===== src/rtl/aes_pkg.sv =====
`default_nettype none
// ============================================================================
// Module   : aes_pkg
// Purpose  : Shared widths and controller state encoding for the AES CTR
//            sequencing controller and its stream/core interface.
// Revision : 1.0 - initial release
// ============================================================================
package aes_pkg;

  localparam int BLOCK_W = 128;
  localparam int CTR_W   = 64;
  localparam int NONCE_W = 64;

  typedef enum logic [2:0] {
    ST_IDLE      = 3'd0,
    ST_KEY_ISSUE = 3'd1,
    ST_KEY_ARM   = 3'd2,
    ST_KEY_WAIT  = 3'd3,
    ST_BLK_ISSUE = 3'd4,
    ST_BLK_ARM   = 3'd5,
    ST_BLK_WAIT  = 3'd6,
    ST_OUT       = 3'd7
  } state_t;

endpackage
`default_nettype wire


===== src/rtl/aes_ctr_sched_if.sv =====
`default_nettype none
// ============================================================================
// Module   : aes_ctr_sched_if
// Purpose  : Bundles the configuration, plaintext stream, ciphertext stream
//            and AES core control signals of the CTR sequencing controller.
//            master = controller side, slave = environment side.
// Revision : 1.0 - initial release
// ============================================================================
interface aes_ctr_sched_if;
  import aes_pkg::*;

  logic                 cfg_key_valid;
  logic [BLOCK_W-1:0]   cfg_key;
  logic [NONCE_W-1:0]   cfg_nonce;
  logic                 cfg_key_ready;
  logic                 key_loaded;
  logic                 in_valid;
  logic [BLOCK_W-1:0]   in_data;
  logic                 in_ready;
  logic                 out_valid;
  logic [BLOCK_W-1:0]   out_data;
  logic                 out_ready;
  logic                 core_init;
  logic                 core_next;
  logic [BLOCK_W-1:0]   core_key;
  logic [BLOCK_W-1:0]   core_block;
  logic                 core_ready;
  logic [BLOCK_W-1:0]   core_result;
  logic [CTR_W-1:0]     blk_count;
  logic                 err_wrap;
  logic                 err_timeout;

  modport master (
    input  cfg_key_valid, cfg_key, cfg_nonce, in_valid, in_data, out_ready,
           core_ready, core_result,
    output cfg_key_ready, key_loaded, in_ready, out_valid, out_data,
           core_init, core_next, core_key, core_block, blk_count,
           err_wrap, err_timeout
  );

  modport slave (
    output cfg_key_valid, cfg_key, cfg_nonce, in_valid, in_data, out_ready,
           core_ready, core_result,
    input  cfg_key_ready, key_loaded, in_ready, out_valid, out_data,
           core_init, core_next, core_key, core_block, blk_count,
           err_wrap, err_timeout
  );

endinterface
`default_nettype wire


===== src/rtl/aes_wdog.sv =====
`default_nettype none
// ============================================================================
// Module   : aes_wdog
// Purpose  : Core-wait watchdog. Counts enabled cycles since the last clear
//            and flags expiry on the WDOG_CYCLES-th enabled cycle.
// Revision : 1.0 - initial release
// ============================================================================
module aes_wdog #(
  parameter int WDOG_CYCLES = 64
) (
  input  logic clk,
  input  logic reset,
  input  logic clear,
  input  logic enable,
  output logic expire
);

  localparam int               CNT_W  = $clog2(WDOG_CYCLES + 1);
  localparam logic [CNT_W-1:0] C_LAST = CNT_W'(WDOG_CYCLES - 1);

  logic [CNT_W-1:0] r_count;

  // The count holds the number of enabled cycles already elapsed, so the
  // current cycle is the last allowed one when it equals WDOG_CYCLES-1.
  assign expire = enable && (r_count == C_LAST);

  // Cycle counter: cleared on ISSUE, saturates once expired.
  always_ff @(posedge clk or negedge reset) begin
    if (!reset)
      r_count <= '0;
    else if (clear)
      r_count <= '0;
    else if (enable && !expire)
      r_count <= r_count + CNT_W'(1);
  end

endmodule
`default_nettype wire


===== src/rtl/aes_ctr_sched.sv =====
`default_nettype none
// ============================================================================
// Module   : aes_ctr_sched
// Purpose  : CTR-mode sequencing controller for a shared AES round engine.
//            Loads key/nonce, pulses core init/next, builds counter blocks
//            {nonce, ctr} and XORs the keystream into the plaintext stream.
// Options  : AES_CTR_PREFETCH_EN - precompute one keystream block while idle
// Revision : 1.0 - initial release
// ============================================================================
module aes_ctr_sched
  import aes_pkg::*;
#(
  parameter logic [CTR_W-1:0] CTR_INIT    = 64'h0,
  parameter int               WDOG_CYCLES = 64
) (
  input  logic             clk,
  input  logic             reset,
  aes_ctr_sched_if.master  bus
);

  state_t             r_state, w_stateNext;
  logic [BLOCK_W-1:0] r_key, r_outData;
  logic [NONCE_W-1:0] r_nonce;
  logic [CTR_W-1:0]   r_ctr;
  logic               r_outValid, r_keyLoaded, r_errWrap, r_errTimeout;
`ifdef AES_CTR_PREFETCH_EN
  logic [BLOCK_W-1:0] r_ksBuf;
  logic               r_ksValid;
`else
  logic [BLOCK_W-1:0] r_data;
`endif

  logic w_coreInit, w_coreNext, w_cfgReady, w_inReady;
  logic w_keyAccept, w_blkAccept, w_keyDone, w_blkDone, w_timeout, w_outDone;
  logic w_wdogClr, w_wdogEn, w_wdogExp;

  aes_wdog #(.WDOG_CYCLES(WDOG_CYCLES)) u_wdog (
    .clk    (clk),
    .reset  (reset),
    .clear  (w_wdogClr),
    .enable (w_wdogEn),
    .expire (w_wdogExp)
  );

  // State register.
  always_ff @(posedge clk or negedge reset) begin
    if (!reset) r_state <= ST_IDLE;
    else        r_state <= w_stateNext;
  end

  // Next-state decode plus the per-cycle strobes that drive core and datapath.
  always_comb begin
    w_stateNext = r_state;
    w_coreInit  = 1'b0;
    w_coreNext  = 1'b0;
    w_cfgReady  = 1'b0;
    w_inReady   = 1'b0;
    w_keyAccept = 1'b0;
    w_blkAccept = 1'b0;
    w_keyDone   = 1'b0;
    w_blkDone   = 1'b0;
    w_timeout   = 1'b0;
    w_outDone   = 1'b0;
    w_wdogClr   = 1'b0;
    w_wdogEn    = 1'b0;
    case (r_state)
      ST_IDLE: begin
        w_cfgReady = 1'b1;
`ifdef AES_CTR_PREFETCH_EN
        w_inReady  = r_keyLoaded && r_ksValid && !bus.cfg_key_valid;
`else
        w_inReady  = r_keyLoaded && !bus.cfg_key_valid;
`endif
        if (bus.cfg_key_valid) begin
          w_keyAccept = 1'b1;
          w_stateNext = ST_KEY_ISSUE;
        end else if (bus.in_valid && w_inReady) begin
          w_blkAccept = 1'b1;
`ifdef AES_CTR_PREFETCH_EN
          w_stateNext = ST_OUT;
        end else if (r_keyLoaded && !r_ksValid) begin
          w_stateNext = ST_BLK_ISSUE;
`else
          w_stateNext = ST_BLK_ISSUE;
`endif
        end
      end
      ST_KEY_ISSUE: begin
        w_coreInit  = 1'b1;
        w_wdogClr   = 1'b1;
        w_stateNext = ST_KEY_ARM;
      end
      ST_KEY_ARM: begin
        w_wdogEn = 1'b1;
        if (w_wdogExp) begin
          w_timeout   = 1'b1;
          w_stateNext = ST_IDLE;
        end else begin
          w_stateNext = ST_KEY_WAIT;
        end
      end
      ST_KEY_WAIT: begin
        w_wdogEn = 1'b1;
        if (bus.core_ready) begin
          w_keyDone   = 1'b1;
          w_stateNext = ST_IDLE;
        end else if (w_wdogExp) begin
          w_timeout   = 1'b1;
          w_stateNext = ST_IDLE;
        end
      end
      ST_BLK_ISSUE: begin
        w_coreNext  = 1'b1;
        w_wdogClr   = 1'b1;
        w_stateNext = ST_BLK_ARM;
      end
      ST_BLK_ARM: begin
        w_wdogEn = 1'b1;
        if (w_wdogExp) begin
          w_timeout   = 1'b1;
          w_stateNext = ST_IDLE;
        end else begin
          w_stateNext = ST_BLK_WAIT;
        end
      end
      ST_BLK_WAIT: begin
        w_wdogEn = 1'b1;
        if (bus.core_ready) begin
          w_blkDone = 1'b1;
`ifdef AES_CTR_PREFETCH_EN
          w_stateNext = ST_IDLE;
`else
          w_stateNext = ST_OUT;
`endif
        end else if (w_wdogExp) begin
          w_timeout   = 1'b1;
          w_stateNext = ST_IDLE;
        end
      end
      ST_OUT: begin
        if (bus.out_ready) begin
          w_outDone   = 1'b1;
          w_stateNext = ST_IDLE;
        end
      end
      default: w_stateNext = ST_IDLE;
    endcase
  end

  // Datapath: key/nonce/counter, plaintext or keystream holding, output and flags.
  always_ff @(posedge clk or negedge reset) begin
    if (!reset) begin
      r_key        <= '0;
      r_nonce      <= '0;
      r_ctr        <= CTR_INIT;
      r_outData    <= '0;
      r_outValid   <= 1'b0;
      r_keyLoaded  <= 1'b0;
      r_errWrap    <= 1'b0;
      r_errTimeout <= 1'b0;
`ifdef AES_CTR_PREFETCH_EN
      r_ksBuf      <= '0;
      r_ksValid    <= 1'b0;
`else
      r_data       <= '0;
`endif
    end else begin
      if (w_keyAccept) begin
        r_key        <= bus.cfg_key;
        r_nonce      <= bus.cfg_nonce;
        r_ctr        <= CTR_INIT;
        r_keyLoaded  <= 1'b0;
        r_errWrap    <= 1'b0;
        r_errTimeout <= 1'b0;
`ifdef AES_CTR_PREFETCH_EN
        r_ksValid    <= 1'b0;
`endif
      end
      if (w_blkAccept) begin
`ifdef AES_CTR_PREFETCH_EN
        r_outData  <= bus.in_data ^ r_ksBuf;
        r_outValid <= 1'b1;
        r_ksValid  <= 1'b0;
`else
        r_data     <= bus.in_data;
`endif
      end
      if (w_keyDone)
        r_keyLoaded <= 1'b1;
      if (w_blkDone) begin
        r_ctr <= r_ctr + CTR_W'(1);
        if (&r_ctr)
          r_errWrap <= 1'b1;
`ifdef AES_CTR_PREFETCH_EN
        r_ksBuf    <= bus.core_result;
        r_ksValid  <= 1'b1;
`else
        r_outData  <= r_data ^ bus.core_result;
        r_outValid <= 1'b1;
`endif
      end
      if (w_timeout) begin
        r_errTimeout <= 1'b1;
        r_keyLoaded  <= 1'b0;
      end
      if (w_outDone)
        r_outValid <= 1'b0;
    end
  end

  assign bus.cfg_key_ready = w_cfgReady;
  assign bus.in_ready      = w_inReady;
  assign bus.key_loaded    = r_keyLoaded;
  assign bus.out_valid     = r_outValid;
  assign bus.out_data      = r_outData;
  assign bus.core_init     = w_coreInit;
  assign bus.core_next     = w_coreNext;
  assign bus.core_key      = r_key;
  assign bus.core_block    = {r_nonce, r_ctr};
  assign bus.blk_count     = r_ctr;
  assign bus.err_wrap      = r_errWrap;
  assign bus.err_timeout   = r_errTimeout;

endmodule
`default_nettype wire


===== src/flat_wrapper.sv =====
// flat-port wrapper written by rule: the top's interface ports become plain ports
module aes_ctr_sched_flat import aes_pkg::*;
#(
  parameter logic [CTR_W-1:0] CTR_INIT    = 64'h0,
  parameter int               WDOG_CYCLES = 64
)
  (clk, reset, bus_cfg_key_valid, bus_cfg_key, bus_cfg_nonce, bus_in_valid, bus_in_data, bus_out_ready, bus_core_ready, bus_core_result, bus_cfg_key_ready, bus_key_loaded, bus_in_ready, bus_out_valid, bus_out_data, bus_core_init, bus_core_next, bus_core_key, bus_core_block, bus_blk_count, bus_err_wrap, bus_err_timeout);
  aes_ctr_sched_if bus_i ();
  input  logic clk;
  input  logic reset;
  input wire logic [$bits(bus_i.cfg_key_valid)-1:0] bus_cfg_key_valid;
  input wire logic [$bits(bus_i.cfg_key)-1:0] bus_cfg_key;
  input wire logic [$bits(bus_i.cfg_nonce)-1:0] bus_cfg_nonce;
  input wire logic [$bits(bus_i.in_valid)-1:0] bus_in_valid;
  input wire logic [$bits(bus_i.in_data)-1:0] bus_in_data;
  input wire logic [$bits(bus_i.out_ready)-1:0] bus_out_ready;
  input wire logic [$bits(bus_i.core_ready)-1:0] bus_core_ready;
  input wire logic [$bits(bus_i.core_result)-1:0] bus_core_result;
  output wire logic [$bits(bus_i.cfg_key_ready)-1:0] bus_cfg_key_ready;
  output wire logic [$bits(bus_i.key_loaded)-1:0] bus_key_loaded;
  output wire logic [$bits(bus_i.in_ready)-1:0] bus_in_ready;
  output wire logic [$bits(bus_i.out_valid)-1:0] bus_out_valid;
  output wire logic [$bits(bus_i.out_data)-1:0] bus_out_data;
  output wire logic [$bits(bus_i.core_init)-1:0] bus_core_init;
  output wire logic [$bits(bus_i.core_next)-1:0] bus_core_next;
  output wire logic [$bits(bus_i.core_key)-1:0] bus_core_key;
  output wire logic [$bits(bus_i.core_block)-1:0] bus_core_block;
  output wire logic [$bits(bus_i.blk_count)-1:0] bus_blk_count;
  output wire logic [$bits(bus_i.err_wrap)-1:0] bus_err_wrap;
  output wire logic [$bits(bus_i.err_timeout)-1:0] bus_err_timeout;
  assign bus_i.cfg_key_valid = bus_cfg_key_valid;
  assign bus_i.cfg_key = bus_cfg_key;
  assign bus_i.cfg_nonce = bus_cfg_nonce;
  assign bus_i.in_valid = bus_in_valid;
  assign bus_i.in_data = bus_in_data;
  assign bus_i.out_ready = bus_out_ready;
  assign bus_i.core_ready = bus_core_ready;
  assign bus_i.core_result = bus_core_result;
  assign bus_cfg_key_ready = bus_i.cfg_key_ready;
  assign bus_key_loaded = bus_i.key_loaded;
  assign bus_in_ready = bus_i.in_ready;
  assign bus_out_valid = bus_i.out_valid;
  assign bus_out_data = bus_i.out_data;
  assign bus_core_init = bus_i.core_init;
  assign bus_core_next = bus_i.core_next;
  assign bus_core_key = bus_i.core_key;
  assign bus_core_block = bus_i.core_block;
  assign bus_blk_count = bus_i.blk_count;
  assign bus_err_wrap = bus_i.err_wrap;
  assign bus_err_timeout = bus_i.err_timeout;
  aes_ctr_sched #(.CTR_INIT(CTR_INIT), .WDOG_CYCLES(WDOG_CYCLES)) u_core (.clk(clk), .reset(reset), .bus(bus_i));
endmodule

===== config.mk =====
export PLATFORM = sky130hd
export DESIGN_NAME = aes_ctr_sched_flat
export DESIGN_NICKNAME = d
export VERILOG_FILES = /design/src/rtl/aes_pkg.sv /design/src/rtl/aes_ctr_sched_if.sv /design/src/rtl/aes_wdog.sv /design/src/rtl/aes_ctr_sched.sv /design/src/flat_wrapper.sv
export SDC_FILE = /design/constraint.sdc
export NUM_CORES = 1
export LEC_CHECK = 0
export CORE_AREA = 2 2 351 353
export DETAILED_ROUTE_END_ITERATION = 10
export DIE_AREA = 0 0 353 355
export DONT_BUFFER_PORTS = 1
export GPL_ROUTABILITY_DRIVEN = 0
export PLACE_DENSITY = 0.41
export SKIP_CTS_REPAIR_TIMING = 1
export SYNTH_ARGS = -nofsm -noshare
export SYNTH_HDL_FRONTEND = slang
export SYNTH_SLANG_ARGS = --single-unit

===== constraint.sdc =====
create_clock -name clk -period 2.8 [get_ports clk]
set_input_delay 0.56 -clock clk [delete_from_list [all_inputs] [get_ports clk]]
set_output_delay 0.56 -clock clk [all_outputs]
set_load 0.02 [all_outputs]

==> metrics.csv <==
stage,metric,value,unit
power,p_int,18.77,mW
setup_path,crit_path_max_fanout,7,
setup_path,reg2reg_from,u_core.bus.blk_count[24]$_DFFE_PN0P_,
global_routing,grt_pass1_wl,113.4,mm
clocking,clk_pin_slew_worst_paths,0.06,ns
drt,wl_per_cell,20.56,um
logic_synthesis,synth_top_cell_area_share,0.5978,
sta,tns,0,ns
drt,drt-total-wl,78.35,mm
setup_path,rr_endpoint,u_core.bus.blk_count[52]$_DFFE_PN0P_,
global_routing,grt_max_degree,527,
setup_path,r2r_slack,0.60,ns
floorplanning,die_x,353,um
logic_synthesis,synth_top_area_cell,dfrtp_1,
global_routing,grt_overflow,0,
outcome,violations,hold timing,
clocking,clock_latency,0.61,ns
setup_path,cp-start-kind,register,
power,p_seq_frac,0.527,
global_routing,grt_pass1_vias,15500,
logic_synthesis,syn-num-nets,2575,
logic_synthesis,synth-seq-cells,526,
sta,tightest_slew,1.445,ns
floorplanning,die_h,355,um
sta,setup_viol,0,
setup_path,reg2regPathDepth,5,
outcome,status,finished with violations,
power,clockPowerShare,0.307,
setup_path,critPathCaptureType,output pin,
drt,drtIter0Drc,869,
logic_synthesis,syn_area,0.02202,mm2
setup_path,cp.required,2.24,ns
placement,dpl.hpwl,58.69,mm
logic_synthesis,synth_top_cells_by_area,"dfrtp_1 (60%), nand2_1 (13%), mux2_2 (6.6%)",
power,sw_frac_of_total,0.3826,
floorplanning,coreArea,0.1214,mm2
floorplanning,initial_core_util,0.1814,
power,power.switching,11.63,mW
logic_synthesis,yosys_warnings,0,
drt,vias,15000,
power,ir_drop,555.7,uV
logic_synthesis,postSynth.asyncResetShare,1.000,
final_layout,final_common_cell,nand2_1,
placement,port_buffers,0,
clocking,cts_root_buf,clkbuf_16,
power,p_comb_frac,0.166,
floorplanning,rows,128,
power,p_per_area,1150,mW/mm2
final_layout,layout_common_cells,"nand2_1 (768), dfrtp_1 (526), o21ai_0 (160)",
sta,finalClockSkew,0.02235,ns
flow_run,max_cap_viol_count,0,
sta,rsz0062_at_grt,false,
global_routing,grtUsageTotal,0.1216,
setup_path,crit_type,reg2out,
global_routing,antenna_found_initial,17,
logic_synthesis,synth_edf_count,0,
drt,ant_nets,0,
min_path,hold_class,in2async,
drt,first_pass_iters,4,
sta,max_freq,404.0,MHz
sta,fin_hold_ws,-0.3552,ns
clocking,cts_buffers,67,
clocking,clock-sinks,526,
final_layout,area_delta_synth_final,20.06,%
drt,drc,0,
logic_synthesis,ys_seq_area_frac,0.5978,
floorplanning,pin_count,910,
final_layout,fin_util,0.2178,
logic_synthesis,syn_inst,2119,
logic_synthesis,synth_area_per_cell,10.39,um2
sta,hold_viol,526,
sta,period_minus_slack,2.475,ns
clocking,cts_tree,built,
clocking,cts.htree.levels,3,
final_layout,layout.nets,2588,
setup_path,worst_ep_arrival_time,1.92,ns
sta,slew_violations,0,
sta,slew_headroom,0.03685,
clocking,clockBufferDepth,3,
drt,vias_per_cell,3.937,
floorplanning,die_area,0.1253,mm2
sta,period_share,0.8840,
logic_synthesis,yosysUniqueCellTypes,45,
logic_synthesis,ys.flop_type,dfrtp_1,
power,leakagePower,12.15,nW
final_layout,drive_gt1_frac,0.1648,
-- critical path, cell delays in order (launching register included) --
cell and delay (ns):
dfrtp_1 0.45, nor3_1 0.29, buf_4 0.25, and3_1 0.30
-- area by class of cell --
type / instances / area (um2)
clock buffer: 94 / 2001
fill: 13290 / 94960
multi-input combinational: 1414 / 7880
antenna: 1 / 2.502
timing repair buffer: 111 / 930.9
inverter: 12 / 45.04
sequential: 526 / 13160
clock inverter: 27 / 379.1
tap: 1625 / 2033
-- power groups by stage --
| stage | clock network (mW) | logic (mW) | registers [mW] |
|---|---|---|---|
| 6_report | 9.33 | 5.05 | 16.0 |
| 3_3_place_gp | 0 | 5.04 | 16.3 |
| 5_1_grt | 9.97 | 5.93 | 16.4 |
| 3_5_place_dp | 0 | 5.20 | 16.3 |
| 4_1_cts | 9.68 | 5.19 | 16.2 |
| 2_1_floorplan | 0 | 4.01 | 15.0 |
-- worst max path at each step --
stage / from / endpoint / slack [ns] / cells after the start
after global routing: u_core.r_state[0]$_DFFE_PN0P_ / bus_in_ready / 0.19 / 3
after floorplan: u_core.r_state[0]$_DFFE_PN0P_ / u_core.r_data[49]$_DFFE_PN0P_ / 0.45 / 6
after global placement: bus_core_ready / u_core.bus.blk_count[53]$_DFFE_PN0P_ / 0.55 / 5
after detailed placement: bus_core_ready / u_core.bus.blk_count[53]$_DFFE_PN0P_ / 0.55 / 5
after CTS: u_core.r_state[0]$_DFFE_PN0P_ / bus_in_ready / 0.22 / 3
final: u_core.r_state[0]$_DFFE_PN0P_ / bus_in_ready / 0.32 / 3
-- cell families (layout without fill, tap and decap cells) --
logic type / after synthesis / count (layout) / share of synthesized area
buffers and inverters: 179 / 244 / 0.04484
XOR/XNOR: 131 / 131 / 0.05211
adder cells (fa/ha/maj): 3 / 3 / 0.001591
multiplexers: 157 / 157 / 0.07871
AO/OA/AOI/OAI: 212 / 212 / 0.05370
other: 0 / 1 / 0
AND/OR/NAND/NOR: 911 / 911 / 0.1712
flip-flops: 526 / 526 / 0.5978
-- routing by layer --
| metal | vias to the layer above | track usage | part of all wire |
|---|---|---|---|
| li1 | 6910 | - | - |
| met1 | 7218 | 0.1370 | 0.38 |
| met2 | 690 | 0.2029 | 0.49 |
| met3 | 153 | 0.05205 | 0.10 |
| met4 | 28 | 0.04749 | 0.031 |
| met5 | - | 0 | 0.0026 |
-- per-stage QoR --
stage	instance area, um2	hold slack [ns]	power, mW	cells	worst slack [ns]
after CTS	26290	-0.4271	31.07	3795	0.2246
final	26430	-0.3552	30.41	3810	0.3247
after detailed placement	23910	0.2764	21.50	3674	0.5494
after floorplan	22020	0.2644	18.97	2119	0.4537
after global placement	23910	0.2764	21.34	3674	0.5460
after global routing	26430	-0.4177	32.33	3809	0.1853
-- cells in the mapped netlist (6+ instances only) --
library cell	number
o21ai_0	160
o211ai_1	14
nor2_1	25
nand2_1	769
nor3_1	14
nand4_1	21
clkbuf_1	65
mux2i_1	28
and3_1	9
inv_1	12
a21oi_1	6
o31ai_1	15
mux2_2	129
dfrtp_1	526
buf_2	27
buf_4	75
xnor2_1	130
nand3_1	40
-- flip-flops by register name (all words and copies together), names as in the netlist, 3 cells and up --
| signal | flops |
|---|---|
| u_core.bus.blk_count | 64 |
| u_core.r_data | 128 |
| u_core.r_state | 3 |
| u_core.u_wdog.r_count | 7 |
| u_core.bus.out_data | 128 |
| u_core.bus.core_key | 128 |
| u_core.r_nonce | 64 |
Power figures use the tool's default switching activity.
